--- src/rtl/cdb_pkg.sv ---
// Shared CDB types: result packet layout and the functional-unit enum used as requester index.
package cdb_pkg;
  localparam int CDB_XLEN    = 32;
  localparam int CDB_TAG_LEN = 6;
  localparam int CDB_NUM_FU  = 4;

  typedef enum logic [1:0] {
    FU_ALU  = 2'd0,
    FU_MULT = 2'd1,
    FU_BTU  = 2'd2,
    FU_LSU  = 2'd3
  } fu_e;

  typedef struct packed {
    logic [CDB_TAG_LEN-1:0] rob_tag;
    logic [CDB_XLEN-1:0]    value;
  } CDB_PACKET;
endpackage

--- src/rtl/cdb_fu_buffer.sv ---
// Per-FU result FIFO: push/pop/flush with natural-wrap pointers and an explicit occupancy count.
module cdb_fu_buffer #(
  parameter int DEPTH = 2,
  parameter int W     = 38
) (
  input  logic                   i_clk,
  input  logic                   i_rst,
  input  logic                   i_flush,
  input  logic                   i_push,
  input  logic                   i_pop,
  input  logic [W-1:0]           i_din,
  output logic [W-1:0]           o_head,
  output logic [$clog2(DEPTH):0] o_count,
  output logic                   o_full
);
  localparam int AW = $clog2(DEPTH);

  logic [W-1:0]  r_mem [DEPTH];
  logic [AW-1:0] r_wr;
  logic [AW-1:0] r_rd;
  logic [AW:0]   r_count;

  always_ff @(posedge i_clk or posedge i_rst) begin
    if (i_rst) begin
      r_wr    <= '0;
      r_rd    <= '0;
      r_count <= '0;
    end else if (i_flush) begin
      r_wr    <= '0;
      r_rd    <= '0;
      r_count <= '0;
    end else begin
      if (i_push) r_wr <= r_wr + AW'(1);
      if (i_pop)  r_rd <= r_rd + AW'(1);
      r_count <= r_count + (AW+1)'(i_push) - (AW+1)'(i_pop);
    end
  end

  // Storage carries no reset; the count alone says which entries are live.
  always_ff @(posedge i_clk) begin
    if (i_push && !i_flush) r_mem[r_wr] <= i_din;
  end

  assign o_head  = r_mem[r_rd];
  assign o_count = r_count;
  assign o_full  = (r_count == (AW+1)'(DEPTH));
endmodule

--- src/rtl/cdb_arbiter.sv ---
// Common Data Bus arbiter: per-FU result FIFOs drained one head per cycle by a
// round-robin pick into a registered broadcast.
module cdb_arbiter
  import cdb_pkg::*;
#(
  parameter int NUM_FU    = CDB_NUM_FU,
  parameter int BUF_DEPTH = 2
) (
  input  logic                          clk,
  input  logic                          reset,
  input  logic                          squash,
  input  logic [NUM_FU-1:0]             fu_valid,
  input  logic [NUM_FU*CDB_TAG_LEN-1:0] fu_rob_tag,
  input  logic [NUM_FU*CDB_XLEN-1:0]    fu_value,
  output logic [NUM_FU-1:0]             fu_ready,
  output logic                          cdb_valid,
  output logic [CDB_TAG_LEN-1:0]        cdb_rob_tag,
  output logic [CDB_XLEN-1:0]           cdb_value,
  output logic [$clog2(NUM_FU)-1:0]     cdb_src
);
  localparam int SW = $clog2(NUM_FU);
  localparam int CW = $clog2(BUF_DEPTH) + 1;
  localparam int PW = $bits(CDB_PACKET);

  logic [PW-1:0]       w_head [NUM_FU];
  logic [CW-1:0]       w_count [NUM_FU];
  logic [NUM_FU-1:0]   w_full, w_req, w_push, w_pop;
  logic [2*NUM_FU-1:0] w_req2;
  logic [NUM_FU-1:0]   w_rot;
  logic [SW-1:0]       w_off, w_win, w_rr_nxt;
  logic [SW:0]         w_sum;
  logic                w_any;
  CDB_PACKET           w_win_pkt;

  logic [SW-1:0]          r_rr_ptr;
  logic                   r_cdb_valid;
  logic [CDB_TAG_LEN-1:0] r_cdb_tag;
  logic [CDB_XLEN-1:0]    r_cdb_value;
  logic [SW-1:0]          r_cdb_src;

  for (genvar gi = 0; gi < NUM_FU; gi++) begin : g_fu
    CDB_PACKET w_din;
    assign w_din = '{rob_tag: fu_rob_tag[gi*CDB_TAG_LEN +: CDB_TAG_LEN],
                     value:   fu_value[gi*CDB_XLEN +: CDB_XLEN]};
    assign fu_ready[gi] = !w_full[gi];
    assign w_push[gi]   = fu_valid[gi] && !w_full[gi];
    assign w_req[gi]    = (w_count[gi] != '0);
    assign w_pop[gi]    = w_any && (w_win == SW'(gi));

    cdb_fu_buffer #(.DEPTH(BUF_DEPTH), .W(PW)) u_buf (
      .i_clk   (clk),
      .i_rst   (reset),
      .i_flush (squash),
      .i_push  (w_push[gi]),
      .i_pop   (w_pop[gi]),
      .i_din   (w_din),
      .o_head  (w_head[gi]),
      .o_count (w_count[gi]),
      .o_full  (w_full[gi])
    );
  end

  // Rotate requests so rr_ptr sits at bit 0, take the lowest set bit, rotate back.
  always_comb begin
    w_req2 = {w_req, w_req};
    w_rot  = w_req2[r_rr_ptr +: NUM_FU];
    w_off  = '0;
    for (int k = NUM_FU - 1; k >= 0; k--) begin
      if (w_rot[k]) w_off = SW'(k);
    end
    w_sum = {1'b0, r_rr_ptr} + {1'b0, w_off};
    if (w_sum >= (SW+1)'(NUM_FU)) w_sum = w_sum - (SW+1)'(NUM_FU);
    w_win    = w_sum[SW-1:0];
    w_any    = |w_req;
    w_rr_nxt = (w_win == SW'(NUM_FU - 1)) ? '0 : w_win + SW'(1);
  end

  assign w_win_pkt = CDB_PACKET'(w_head[w_win]);

  always_ff @(posedge clk or posedge reset) begin
    if (reset) begin
      r_rr_ptr    <= '0;
      r_cdb_valid <= 1'b0;
      r_cdb_tag   <= '0;
      r_cdb_value <= '0;
      r_cdb_src   <= '0;
    end else if (squash) begin
      r_cdb_valid <= 1'b0;
    end else if (w_any) begin
      r_cdb_valid <= 1'b1;
      r_cdb_tag   <= w_win_pkt.rob_tag;
      r_cdb_value <= w_win_pkt.value;
      r_cdb_src   <= w_win;
      r_rr_ptr    <= w_rr_nxt;
    end else begin
      r_cdb_valid <= 1'b0;
    end
  end

  assign cdb_valid   = r_cdb_valid;
  assign cdb_rob_tag = r_cdb_tag;
  assign cdb_value   = r_cdb_value;
  assign cdb_src     = r_cdb_src;
endmodule

--- config.mk ---
export PLATFORM = sky130hd
export DESIGN_NAME = cdb_arbiter
export DESIGN_NICKNAME = d
export VERILOG_FILES = /design/src/rtl/cdb_pkg.sv /design/src/rtl/cdb_fu_buffer.sv /design/src/rtl/cdb_arbiter.sv
export SDC_FILE = /design/constraint.sdc
export NUM_CORES = 1
export LEC_CHECK = 0
export CAP_MARGIN = 20
export CORE_ASPECT_RATIO = 2
export CORE_MARGIN = 4
export CORE_UTILIZATION = 38
export DETAILED_ROUTE_END_ITERATION = 10
export GPL_TIMING_DRIVEN = 0
export HOLD_SLACK_MARGIN = 0.02
export PLACE_DENSITY = 0.57
export SLEW_MARGIN = 40
export SYNTH_ARGS = -nofsm -noshare
export SYNTH_HDL_FRONTEND = slang
export SYNTH_SLANG_ARGS = --single-unit
--- constraint.sdc ---
create_clock -name clk -period 5.2 [get_ports clk]
set_input_delay 1.04 -clock clk [delete_from_list [all_inputs] [get_ports clk]]
set_output_delay 1.04 -clock clk [all_outputs]
set_load 0.01 [all_outputs]
# After elaboration in Yosys (flattened, before gate mapping)
# Memories as Yosys holds them, arrays and structs flattened.
# Cells that the tools add are included.
dict set report op_classes {
  order_cmp 2
  bitwise_logic 2
  shifts 1
  n_eq_ne 7
  mux 39
  add_sub_neg 19
  n_reduce_logical 32
}
# op count
set ops {}
lappend ops {{binary-select mux 38 bit (select 2 bit)} 1}
lappend ops {{2-to-1 mux 38 bit} 2}
lappend ops {{2-to-1 mux 1 bit} 26}
lappend ops {{nonzero test 2 bit} 12}
lappend ops {{2-to-1 mux 2 bit} 10}
lappend ops {{equality test 2 bit, second input constant} 6}
lappend ops {{logical AND 1 bit} 12}
lappend ops {{adder 1 bit, second input constant} 8}
lappend ops {{adder 2 x 1 -> 2 bit} 4}
lappend ops {{variable part select 8 x 3 -> 4 bit} 1}
lappend ops {{subtractor 2 x 1 -> 2 bit} 4}
lappend ops {{>= comparator 3 bit, second input constant} 2}
lappend ops {{zero test 1 bit} 5}
lappend ops {{OR reduction 4 bit} 1}
lappend ops {{adder 2 x 2 -> 3 bit} 1}
lappend ops {{inverter 2 -> 3 bit} 1}
lappend ops {{adder 2 x 1 -> 2 bit, second input constant} 1}
lappend ops {{equality test 2 x 1 -> 1 bit, second input constant} 1}
lappend ops {{zero test 2 bit} 1}
lappend ops {{AND reduction 2 bit} 1}
lappend ops {{subtractor 2 x 1 -> 2 bit, second input constant} 1}
lappend ops {{inverter 1 bit} 1}
dict set report totals {
  n_memories 4
  word_cells 123
  ramBits 304
  ff_bits 59
  out_inout_bits 45
  inputBits 159
}
# name words word_bits rd rd_ports_with_merged_regs write_ports line_no
set memory_table {}
lappend memory_table {{g_fu[0].u_buf.r_mem} 2 38 1 0 1 cdb_fu_buffer.sv:18} ;# logic [W-1:0] r_mem [DEPTH];
lappend memory_table {{g_fu[1].u_buf.r_mem} 2 38 1 0 1 cdb_fu_buffer.sv:18}
lappend memory_table {{g_fu[2].u_buf.r_mem} 2 38 1 0 1 cdb_fu_buffer.sv:18}
lappend memory_table {{g_fu[3].u_buf.r_mem} 2 38 1 0 1 cdb_fu_buffer.sv:18}

# Depth between registers and ports, before layout
# Gate-level depths: netlist (run 1).
dict set report depth {
  word_depth 13
  depth_mapped 17
  mapped_depth_nobuf 16
}

# Cells and area by module
# Synthesis (run 1) repeated with hierarchy kept, for this count alone.
dict set report hier_totals {
  cells_unflattened 734
  hier_area_um2 14906.8
}
# mod area_each_um2 n_inst cells_each seq_area_each_um2
set modules_own_cells {}
lappend modules_own_cells {cdb_fu_buffer 3005.4 4 137 2382.3}
lappend modules_own_cells {cdb_arbiter 2885.3 1 186 1076.0}

# Worst setup path after synthesis (run 1)
# OpenSTA, ideal clock, no wires.
dict set report synth_timing {
  kind {in2reg}
  start {in squash}
  end {mem g_fu[0].u_buf.r_mem[1][0], enable pin}
  path_stages 3
  path_buffers 2
  arrival_ns 4.300
  setup_ns 0.489
  required_ns 4.711
  setup_slack_ns 0.412
  path_cell_list {clkbuf_1 buf_1 nor3b_1}
}
dict set report synth_between {
  elab_chain_cells 4
}
# item line_no
set synth_rtl {}
lappend synth_rtl {{from (decl)} cdb_arbiter.sv:11} ;# input logic squash,
lappend synth_rtl {{zero test 1 bit} cdb_fu_buffer.sv:41} ;# if (i_push && !i_flush) r_mem[r_wr] <= i_din;
lappend synth_rtl {{logical AND 1 bit} cdb_fu_buffer.sv:41}
lappend synth_rtl {{2-to-1 mux 1 bit} cdb_fu_buffer.sv:41}
lappend synth_rtl {{2-to-1 mux 1 bit (implied by the code)} cdb_fu_buffer.sv:41}
lappend synth_rtl {{to (decl)} cdb_fu_buffer.sv:18}
# No other way between the ends.

# Worst setup path in the final report (run 1)
dict set report layout_timing {
  start {reg g_fu[2].u_buf.r_count[1]}
  end {reg g_fu[1].u_buf.r_count[1]}
}
dict set report layout_between {
  elab_chain_cells 13
  elab_cells_between_ends 15
  cone_classes {add/sub (3); order compare (1); eq/ne (1); shift (1); mux (6); reduce/logical (3)}
}
# item line_no
set layout_rtl {}
lappend layout_rtl {{from (decl)} cdb_fu_buffer.sv:21} ;# logic [AW:0] r_count;
lappend layout_rtl {{from (signal assigned)} cdb_fu_buffer.sv:35} ;# r_count <= r_count + (AW+1)'(i_push) - (AW+1)'(i_pop);
lappend layout_rtl {{nonzero test 2 bit *} cdb_arbiter.sv:47} ;# assign w_req[gi] = (w_count[gi] != '0);
lappend layout_rtl {{variable part select 8 x 3 -> 4 bit *} cdb_arbiter.sv:66} ;# w_rot = w_req2[r_rr_ptr +: NUM_FU];
lappend layout_rtl {{2-to-1 mux 2 bit (3 in series)} cdb_arbiter.sv:69} ;# if (w_rot[k]) w_off = SW'(k);
lappend layout_rtl {{2-to-1 mux 2 bit *} cdb_arbiter.sv:69}
lappend layout_rtl {{adder 2 x 2 -> 3 bit *} cdb_arbiter.sv:71} ;# w_sum = {1'b0, r_rr_ptr} + {1'b0, w_off};
lappend layout_rtl {{>= comparator 3 bit / subtractor 2 x 1 -> 2 bit (equally long branches)} cdb_arbiter.sv:72} ;# if (w_sum >= (SW+1)'(NUM_FU)) w_sum = w_sum - (SW+1)'(NUM_FU);
lappend layout_rtl {{2-to-1 mux 2 bit *} cdb_arbiter.sv:72}
lappend layout_rtl {{net w_sum[0]} cdb_arbiter.sv:31} ;# logic [SW:0] w_sum;
lappend layout_rtl {{equality test 2 x 1 -> 1 bit *} cdb_arbiter.sv:48} ;# assign w_pop[gi] = w_any && (w_win == SW'(gi));
lappend layout_rtl {{logical AND 1 bit *} cdb_arbiter.sv:48}
lappend layout_rtl {{subtractor 2 x 1 -> 2 bit *} cdb_fu_buffer.sv:35}
lappend layout_rtl {{2-to-1 mux 2 bit *} cdb_fu_buffer.sv:28} ;# end else if (i_flush) begin
lappend layout_rtl {{to (signal assigned)} cdb_fu_buffer.sv:35}
lappend layout_rtl {{to (decl)} cdb_fu_buffer.sv:21}
# Mark *: on every way through the listed nets, which the timed path passes. The rest lies on a longest branch.
# A chain may end at the register's enable or synchronous reset.

==> impl_metrics.yaml, run 1 <==
layout:
  multi_input_comb_area_mm2: 0.00398
  drive_gt1_frac: 0.101
  antennaDiodeCount: 0
  fin_nets: 1445
  ff_latch_area_mm2: 0.0106
  filler_cell_count: 3360
  area_growth_pct: 27.9
  postLayoutCoreUtil: 0.491
sta:
  worstMarginPinSlew_ns: 0.776
  finalSetupViolCount: 0
  max_freq_ghz: 0.274
  finalCritPeriodShare: 0.703
  slew_viol_final: 0
  rsz0062_at_grt: "false"
  hold_violations: 0
  clock_skew_ns: 0.00922
  slew-limit-headroom: 0.483
  min_period_ns: 3.66
  hold_ws_ns: 0.539
drt:
  drc_errors: 0
  first_pass_iters: 5
  ant_nets: 0
  first_iter_violations: 415
  via_per_inst: 4.97
  vias: 9038
  drt_wl_total_mm: 38.9
  wire_per_inst_um: 21.4
cts:
  clock-sinks: 363
  clockBufferDepth: 3
  path_clk_slew_ns: 0.07
  numCtsBuffers: 31
  clk_latency_ns: 0.57
  root_buffer: "clkbuf_16"
  h-tree-depth: 1
  cts_setup_buffers: 0
  cts_tree: "yes"
  cts_resized: 0
  hold_buffers: 0
min_path:
  holdCritStartpoint: "cdb_src[1]"
  hold_path.class: "flop to flop"
logic_synthesis:
  ys_types: 38
  syn-cell-area_mm2: 0.0148
  ys_seq_elements: 363
  synth-seq-area-share: 0.715
  syn_nets: 1160
  syn_inst: 991
  synth_warnings: 0
  avgSynthCellArea_um2: 15.0
floorplanning:
  die_height_um: 287
  core_mm2: 0.0387
  start_util: 0.384
  rows: 102
  die_w_um: 148
  pin_count: 204
  fp.dieArea_mm2: 0.0425
place:
  port_buffers: 202
  dp_hpwl_mm: 30.2
  gp_congestion: 0.791
critical_path:
  r2r_start: "g_fu[2].u_buf.o_count[1]"
  end_kind: "flop"
  worst-endpoint-required_ns: 5.64
  crit_fanout: 10
  critPathLaunchType: "flop"
  crit_start: "g_fu[2].u_buf.o_count[1]"
  worstSetupPathType: "flop to flop"
  worstPathArrival_ns: 4.10
power_and_ir_drop:
  p_leak_nw: 6.63
  power_density_mw_per_mm2: 625
  peakVddDrop_mv: 0.335
global_routing:
  grt_pass1_vias: 9730
  overflow: 0
  antenna_found_initial: 0
  track_usage: 0.182
  grt_max_degree: 39
  grt_pass1_wl_mm: 58.2
flow_run:
  cap_viol_max_count: 0
run_status:
  status: "completed"
[stage by stage]
stage / worst slack, ns / setup TNS, ns / power, mW / area (um^2) / std cells
finish: 1.54 / 0 / 11.9 / 19000 / 1820
global placement: -2.22 / -534.29 / 9.48 / 17500 / 1713
floorplan: 0.412 / 0 / 7.37 / 14800 / 991
CTS: 1.42 / 0 / 12.1 / 19000 / 1820
global route: 1.22 / 0 / 12.7 / 19000 / 1820
detailed placement: 1.48 / 0 / 9.59 / 17900 / 1763
[logic make-up after synthesis]
family,Yosys count,share of synthesized area
DFF,363,0.715
AOI/OAI and AO/OA,240,0.0961
and+or+nand+nor,170,0.0687
muxes,123,0.0835
buffers and inverters,71,0.0198
xor gates and xnor gates,14,0.00877
adders and majority gates,10,0.00843
[worst max-delay path, stage by stage, from the launching register on]
cell	delay, ns
dfrtp_1	0.45
nor2_1	0.28
nor3_1	0.08
a21oi_1	0.16
o2111ai_1	0.17
ha_1	0.49
clkbuf_1	0.58
nand3_1	0.16
mux2i_1	0.29
ha_1	0.28
inv_1	0.06
ha_1	0.14
xor2_1	0.18
xnor2_1	0.14
nor2_1	0.06
[layout by cell type, fill, tap and decap left out, drive strengths merged, types with 2 or more instances in the layout]
cell type,instances
xnor2,6
xor2,8
nand2b,4
nand3b,3
inv,7
nor3b,4
dfrtp,59
mux2,6
clkinv,5
nor4,3
a211oi,76
a211o,2
nand2,8
clkbuf,101
ha,10
mux2i,117
nor2,18
bufinv,2
nor3,5
a21oi,155
clkdlybuf4s50,202
edfxtp,304
nor2b,121
o21ai,2
buf,63
[report_power, final]
part / internal, mW / switching [mW] / leakage [nW] / total, mW
Clock: 1.40 / 1.03 / 0.540 / 2.43
Sequential: 3.60 / 0.199 / 3.52 / 3.80
Combinational: 2.19 / 3.44 / 2.58 / 5.63
Total: 7.19 / 4.67 / 6.63 / 11.9
[registers in the layout, indices dropped and copies added, names as in the netlist]
| register | flops |
|---|---|
| cdb_rob_tag | 6 |
| cdb_src | 2 |
| cdb_valid | 1 |
| cdb_value | 32 |
| g_fu.u_buf.o_count | 8 |
| g_fu.u_buf.r_mem | 304 |
| g_fu.u_buf.r_rd | 4 |
| g_fu.u_buf.r_wr | 4 |
| r_rr_ptr | 2 |
[synthesized netlist by cell type (all sizes together)]
library cell | count | area share
nor2 | 18 | 0.0046
a32oi | 1 | 0.0011
o2bb2ai | 1 | 0.00059
a211oi | 76 | 0.038
o2111ai | 1 | 0.00059
nor3 | 5 | 0.0017
ha | 10 | 0.0084
xor2 | 8 | 0.0047
dfrtp | 59 | 0.099
nor2b | 121 | 0.051
or4 | 1 | 0.00076
clkbuf | 49 | 0.012
a31oi | 1 | 0.00042
a211o | 2 | 0.0012
buf | 15 | 0.0056
mux2i | 117 | 0.079
edfxtp | 304 | 0.62
inv | 7 | 0.0018
nand2 | 8 | 0.0020
nand3 | 1 | 0.00034
nand2b | 4 | 0.0017
and2 | 1 | 0.00042
nor3b | 4 | 0.0020
o41ai | 1 | 0.00059
o21ai | 2 | 0.00093
xnor2 | 6 | 0.0040
a21oi | 155 | 0.052
nand4 | 1 | 0.00042
mux2 | 6 | 0.0046
nand3b | 3 | 0.0015
nor4 | 3 | 0.0023
[area by class of cell]
| cell class | count | area share |
|---|---|---|
| inverter | 7 | 0.00152 |
| buffer | 64 | 0.0143 |
| clock buffer | 50 | 0.0526 |
| timing repair buffer | 252 | 0.124 |
| clock inverter | 7 | 0.00462 |
| multi-input combinational | 557 | 0.210 |
| sequential | 363 | 0.559 |
| tap | 520 | 0.0343 |
[layer usage]
layer | share of wire | GRT usage
met5 | 0 | 0
met4 | 0.033 | 0.0625
met1 | 0.38 | 0.207
met3 | 0.041 | 0.0243
met2 | 0.55 | 0.346
[path summary, 6_finish.rpt]
| path | slack [ns] | to | cells past startpoint |
|---|---|---|---|
| hold / removal | 0.54 | cdb_src[1] | 2 |
| setup / recovery | 1.54 | g_fu[1].u_buf.o_count[1] | 14 |
| min in group asynchronous | 0.77 | cdb_valid | 2 |
| setup reg to reg | 1.54 | g_fu[1].u_buf.o_count[1] | 14 |
| max in group asynchronous | 3.87 | cdb_value[16] | 3 |
| hold reg to reg | 0.54 | cdb_src[1] | 2 |
Power figures use the tool's default switching activity.
==> inputs of run 2 (changes only) <==
==> constraint.sdc (replaced) <==
create_clock -name clk -period 3.8 [get_ports clk]
set_input_delay 0.76 -clock clk [delete_from_list [all_inputs] [get_ports clk]]
set_output_delay 0.76 -clock clk [all_outputs]
set_load 0.01 [all_outputs]
==> impl_metrics.yaml, run 2 (synthesis results as in run 1) <==
run_status:
  status: "completed"
power_and_ir_drop:
  power_density_mw_per_mm2: 857
  finalPower_mw: 16.3
  peakVddDrop_mv: 0.418
  p_leak_nw: 6.61
drt:
  via_per_inst: 4.99
  first_iter_violations: 391
  drc_errors: 0
  ant_nets: 0
  drt_wl_total_mm: 39.3
  wire_per_inst_um: 21.5
  vias: 9119
  first_pass_iters: 5
place:
  port_buffers: 202
  gp_congestion: 0.798
  dp_slack_ns: 0.110
  dp_hpwl_mm: 30.5
layout:
  layout_commonest_cell: "edfxtp_1"
  area_growth_pct: 28.1
  largest-register: "g_fu.u_buf.r_mem"
  drive_gt1_frac: 0.0959
  filler_cell_count: 3435
  ff_latch_area_mm2: 0.0106
  postLayoutCoreUtil: 0.491
  multi_input_comb_area_mm2: 0.00399
  largest_reg_flops: 304
  final_cell_mix: "304 x edfxtp_1, 202 x clkdlybuf4s50_1, 155 x a21oi_1"
  fin_nets: 1448
global_routing:
  grt_pass1_vias: 9984
  grt_pass1_wl_mm: 58.7
  overflow: 0
  grt_max_degree: 37
  track_usage: 0.184
  antenna_found_initial: 2
sta:
  slew_viol_final: 0
  worstMarginPinSlew_ns: 0.824
  rsz0062_at_grt: "false"
  hold_violations: 0
  finalCritPeriodShare: 0.938
  hold_ws_ns: 0.558
  min_period_ns: 3.56
  max_freq_ghz: 0.281
  slew-limit-headroom: 0.451
  finalSetupViolCount: 0
  timing.final.ws_setup_ns: 0.237
  clock_skew_ns: 0.00996
critical_path:
  crit_fanout: 10
  critPathLaunchType: "flop"
  worstPathArrival_ns: 3.96
  worstSetupPathType: "flop to flop"
  end_kind: "flop"
  ff2ff_path_depth: 10
  worst-endpoint-required_ns: 4.20
floorplanning:
  core_mm2: 0.0387
  die_w_um: 148
  die_height_um: 287
  fp.dieArea_mm2: 0.0425
  start_util: 0.384
  rows: 102
  pin_count: 204
cts:
  root_buffer: "clkbuf_16"
  clk_latency_ns: 0.52
  h-tree-depth: 2
  cts_setup_buffers: 0
  clockBufferDepth: 3
  clock-sinks: 363
  numCtsBuffers: 34
  hold_buffers: 0
  path_clk_slew_ns: 0.07
  cts_tree: "yes"
min_path:
  hold_path.class: "flop to flop"
  whs_path_depth: 2
flow_run:
  cap_viol_max_count: 0
[run 2: worst max-delay path, stage by stage (launching register included)]
cell and delay (ns):
dfrtp_1 0.46, nor2_1 0.31, nor4_1 0.08, a21oi_1 0.15
o2111ai_1 0.12, ha_1 0.46, clkbuf_1 0.65, clkbuf_1 0.62
a21oi_1 0.26, a21oi_1 0.22, mux2i_1 0.09
[run 2: path summary, 6_finish.rpt]
path	start	end	slack, ns
setup / recovery	g_fu[1].u_buf.o_count[1]	cdb_rob_tag[1]	0.24
hold reg to reg	cdb_src[1]	cdb_src[1]	0.56
min in group asynchronous	reset	cdb_value[29]	0.57
hold / removal	cdb_src[1]	cdb_src[1]	0.56
setup reg to reg	g_fu[1].u_buf.o_count[1]	cdb_rob_tag[1]	0.24
max in group asynchronous	reset	cdb_value[16]	2.69
[run 2: repair_timing]
item	in CTS	in global routing
hold endpoints to repair	0	0
setup endpoints to repair	0	2
gates resized for setup	0	2
[run 2: cell type report]
class / count / area share
buffer: 64 / 0.0142
multi-input combinational: 557 / 0.210
clock buffer: 44 / 0.0501
sequential: 363 / 0.558
tap: 520 / 0.0342
inverter: 7 / 0.00151
clock inverter: 17 / 0.00579
timing repair buffer: 252 / 0.126
antenna: 2 / 0.000263
[run 2: where the power goes]
| part | internal [mW] | switching, mW |
|---|---|---|
| clock network | 1.84 | 1.44 |
| registers | 4.93 | 0.280 |
| logic | 3.01 | 4.78 |
| total | 9.78 | 6.50 |
[run 2: routing by layer]
metal	up-vias	wire length, um	global-route usage
met2	259	21400	0.345
met5	-	0	0
met3	68	1650	0.0260
met1	4465	14900	0.209
met4	0	1420	0.0740
li1	4327	-	-
[run 2: per-stage QoR]
| step | TNS [ns] | cells | instance area, um^2 |
|---|---|---|---|
| floorplan | -166.17 | 991 | 14800 |
| CTS | 0 | 1824 | 19000 |
| global placement | -794.35 | 1713 | 17500 |
| global route | 0 | 1826 | 19000 |
| finish | 0 | 1826 | 19000 |
| detailed placement | 0 | 1763 | 17900 |
==> inputs of run 3 (changes only) <==
--- a/config.mk
+++ b/config.mk
@@ -7,12 +7,12 @@
 export LEC_CHECK = 0
 export CAP_MARGIN = 20
 export CORE_ASPECT_RATIO = 2
-export CORE_MARGIN = 4
-export CORE_UTILIZATION = 38
+export CORE_MARGIN = 5
+export CORE_UTILIZATION = 35
 export DETAILED_ROUTE_END_ITERATION = 10
 export GPL_TIMING_DRIVEN = 0
 export HOLD_SLACK_MARGIN = 0.02
-export PLACE_DENSITY = 0.57
+export PLACE_DENSITY = 0.53
 export SLEW_MARGIN = 40
 export SYNTH_ARGS = -nofsm -noshare
 export SYNTH_HDL_FRONTEND = slang
==> impl_metrics.yaml, run 3 (synthesis results as in run 1) <==
critical_path:
  worstPathArrival_ns: 3.94
  crit_path_max_incr_delay_ns: 0.46
  crit_family: "adder cells"
  cp.buffers_inverters: 3
  cp_cell_sequence: "nor2_1, nor4_1, a21oi_1, o2111ai_1, ha_1, xnor2_2, inv_2, buf_4, ha_1, and2_1, ha_1, inv_1, ha_1, xor2_1, xnor2_1, nor2_1"
  worst-endpoint-required_ns: 4.18
  crit_path_frequent_cell: "ha_1"
  crit_fanout: 10
  critPathLaunchType: "flop"
  end_kind: "flop"
  worstSetupPathType: "flop to flop"
  slowest_stage: "dfrtp_1"
layout:
  postLayoutCoreUtil: 0.455
  finalInstanceArea_mm2: 0.0191
  final_cells: 1845
  fin_nets: 1446
  multi_input_comb_area_mm2: 0.00399
  layout_commonest_cell: "edfxtp_1"
  area_growth_pct: 28.6
  largest_reg_flops: 304
  largest-register: "g_fu.u_buf.r_mem"
  final_cell_mix: "304 x edfxtp_1, 202 x clkdlybuf4s50_1, 155 x a21oi_1"
  ff_latch_area_mm2: 0.0106
  filler_cell_count: 3905
  drive_gt1_frac: 0.0975
drt:
  first_pass_iters: 5
  wire_per_inst_um: 21.8
  drt_wl_total_mm: 40.2
  first_iter_violations: 332
  via_per_inst: 4.88
  vias: 8995
  drc_errors: 0
  ant_nets: 0
place:
  dpl_cell_area_mm2: 0.0179
  gp_congestion: 0.800
  dp_hpwl_mm: 31.4
  port_buffers: 202
  place_inst: 1781
power_and_ir_drop:
  p_leak_nw: 6.65
  power_density_mw_per_mm2: 862
  peakVddDrop_mv: 0.418
  finalPower_mw: 16.4
sta:
  worstMarginPinSlew_ns: 0.883
  finalSetupViolCount: 0
  clock_skew_ns: 0.0133
  hold_ws_ns: 0.525
  hold_violations: 0
  min_period_ns: 3.55
  slew-limit-headroom: 0.412
  rsz0062_at_grt: "false"
  finalCritPeriodShare: 0.935
  slew_viol_final: 0
  max_freq_ghz: 0.281
floorplanning:
  rows: 106
  die_height_um: 301
  start_util: 0.354
  core_mm2: 0.0419
  fp.dieArea_mm2: 0.0469
  die_w_um: 156
  pin_count: 204
global_routing:
  grt_max_degree: 38
  antenna_found_initial: 4
  grt_pass1_wl_mm: 59.2
  track_usage: 0.170
  grt_pass1_vias: 9652
  overflow: 0
run_status:
  status: "completed"
cts:
  hold_buffers: 0
  cts_resized: 0
  path_clk_slew_ns: 0.07
  clock-sinks: 363
  clockBufferDepth: 3
  root_buffer: "clkbuf_16"
  cts_setup_buffers: 0
  cts_tree: "yes"
  numCtsBuffers: 34
  h-tree-depth: 2
  clk_latency_ns: 0.52
flow_run:
  cap_viol_max_count: 0
min_path:
  hold_path.class: "flop to flop"
-- run 3: cell types whose count changed in the layout (fill, tap and decap cells not counted), sizes merged --
cell	change
clkbuf	+3
bufinv	+1
inv	+1
buf	-1
clkinv	-5
-- run 3: metrics by stage --
| step | setup WS (ns) | TNS (ns) |
|---|---|---|
| 2_1_floorplan | -0.708 | -166.17 |
| 4_1_cts | 0.0497 | 0 |
| 3_5_place_dp | 0.0727 | 0 |
| 5_1_grt | 0.0160 | 0 |
| 3_3_place_gp | -3.53 | -827.53 |
| 6_report | 0.246 | 0 |
-- run 3: routing by layer --
layer  part of all wire  vias up  global-route usage  routed length [um]
li1                   -     4334                   -                   -
met1               0.38     4383               0.188               15100
met2               0.55      215               0.320               21900
met3              0.048       59              0.0337                1940
met4              0.030        4              0.0561                1190
met5            0.00050        -                   0                  20
-- run 3: cell type report --
class                      count  share of cell area
antenna                        2            0.000262
buffer                        64              0.0143
clock buffer                  48              0.0540
clock inverter                14             0.00636
inverter                       7             0.00151
multi-input combinational    557               0.209
sequential                   363               0.556
tap                          540              0.0354
timing repair buffer         250               0.124
-- run 3: report_power, final --
part	internal (mW)	leakage [nW]	switching (mW)
logic	2.99	2.57	4.75
registers	4.93	3.52	0.274
clock network	2.04	0.557	1.46
total	9.96	6.65	6.49
-- run 3: worst paths after layout --
kind	slack (ns)	from	depth (start not counted)	endpoint
worst max register to register	0.25	g_fu[1].u_buf.o_count[1]	16	g_fu[3].u_buf.o_count[1]
worst min register to register	0.52	cdb_src[0]	1	cdb_src[0]
worst max-delay path	0.25	g_fu[1].u_buf.o_count[1]	16	g_fu[3].u_buf.o_count[1]
worst min-delay path	0.52	cdb_src[0]	1	cdb_src[0]
max in group asynchronous	2.68	reset	3	cdb_value[15]
min in group asynchronous	0.56	reset	2	cdb_value[30]
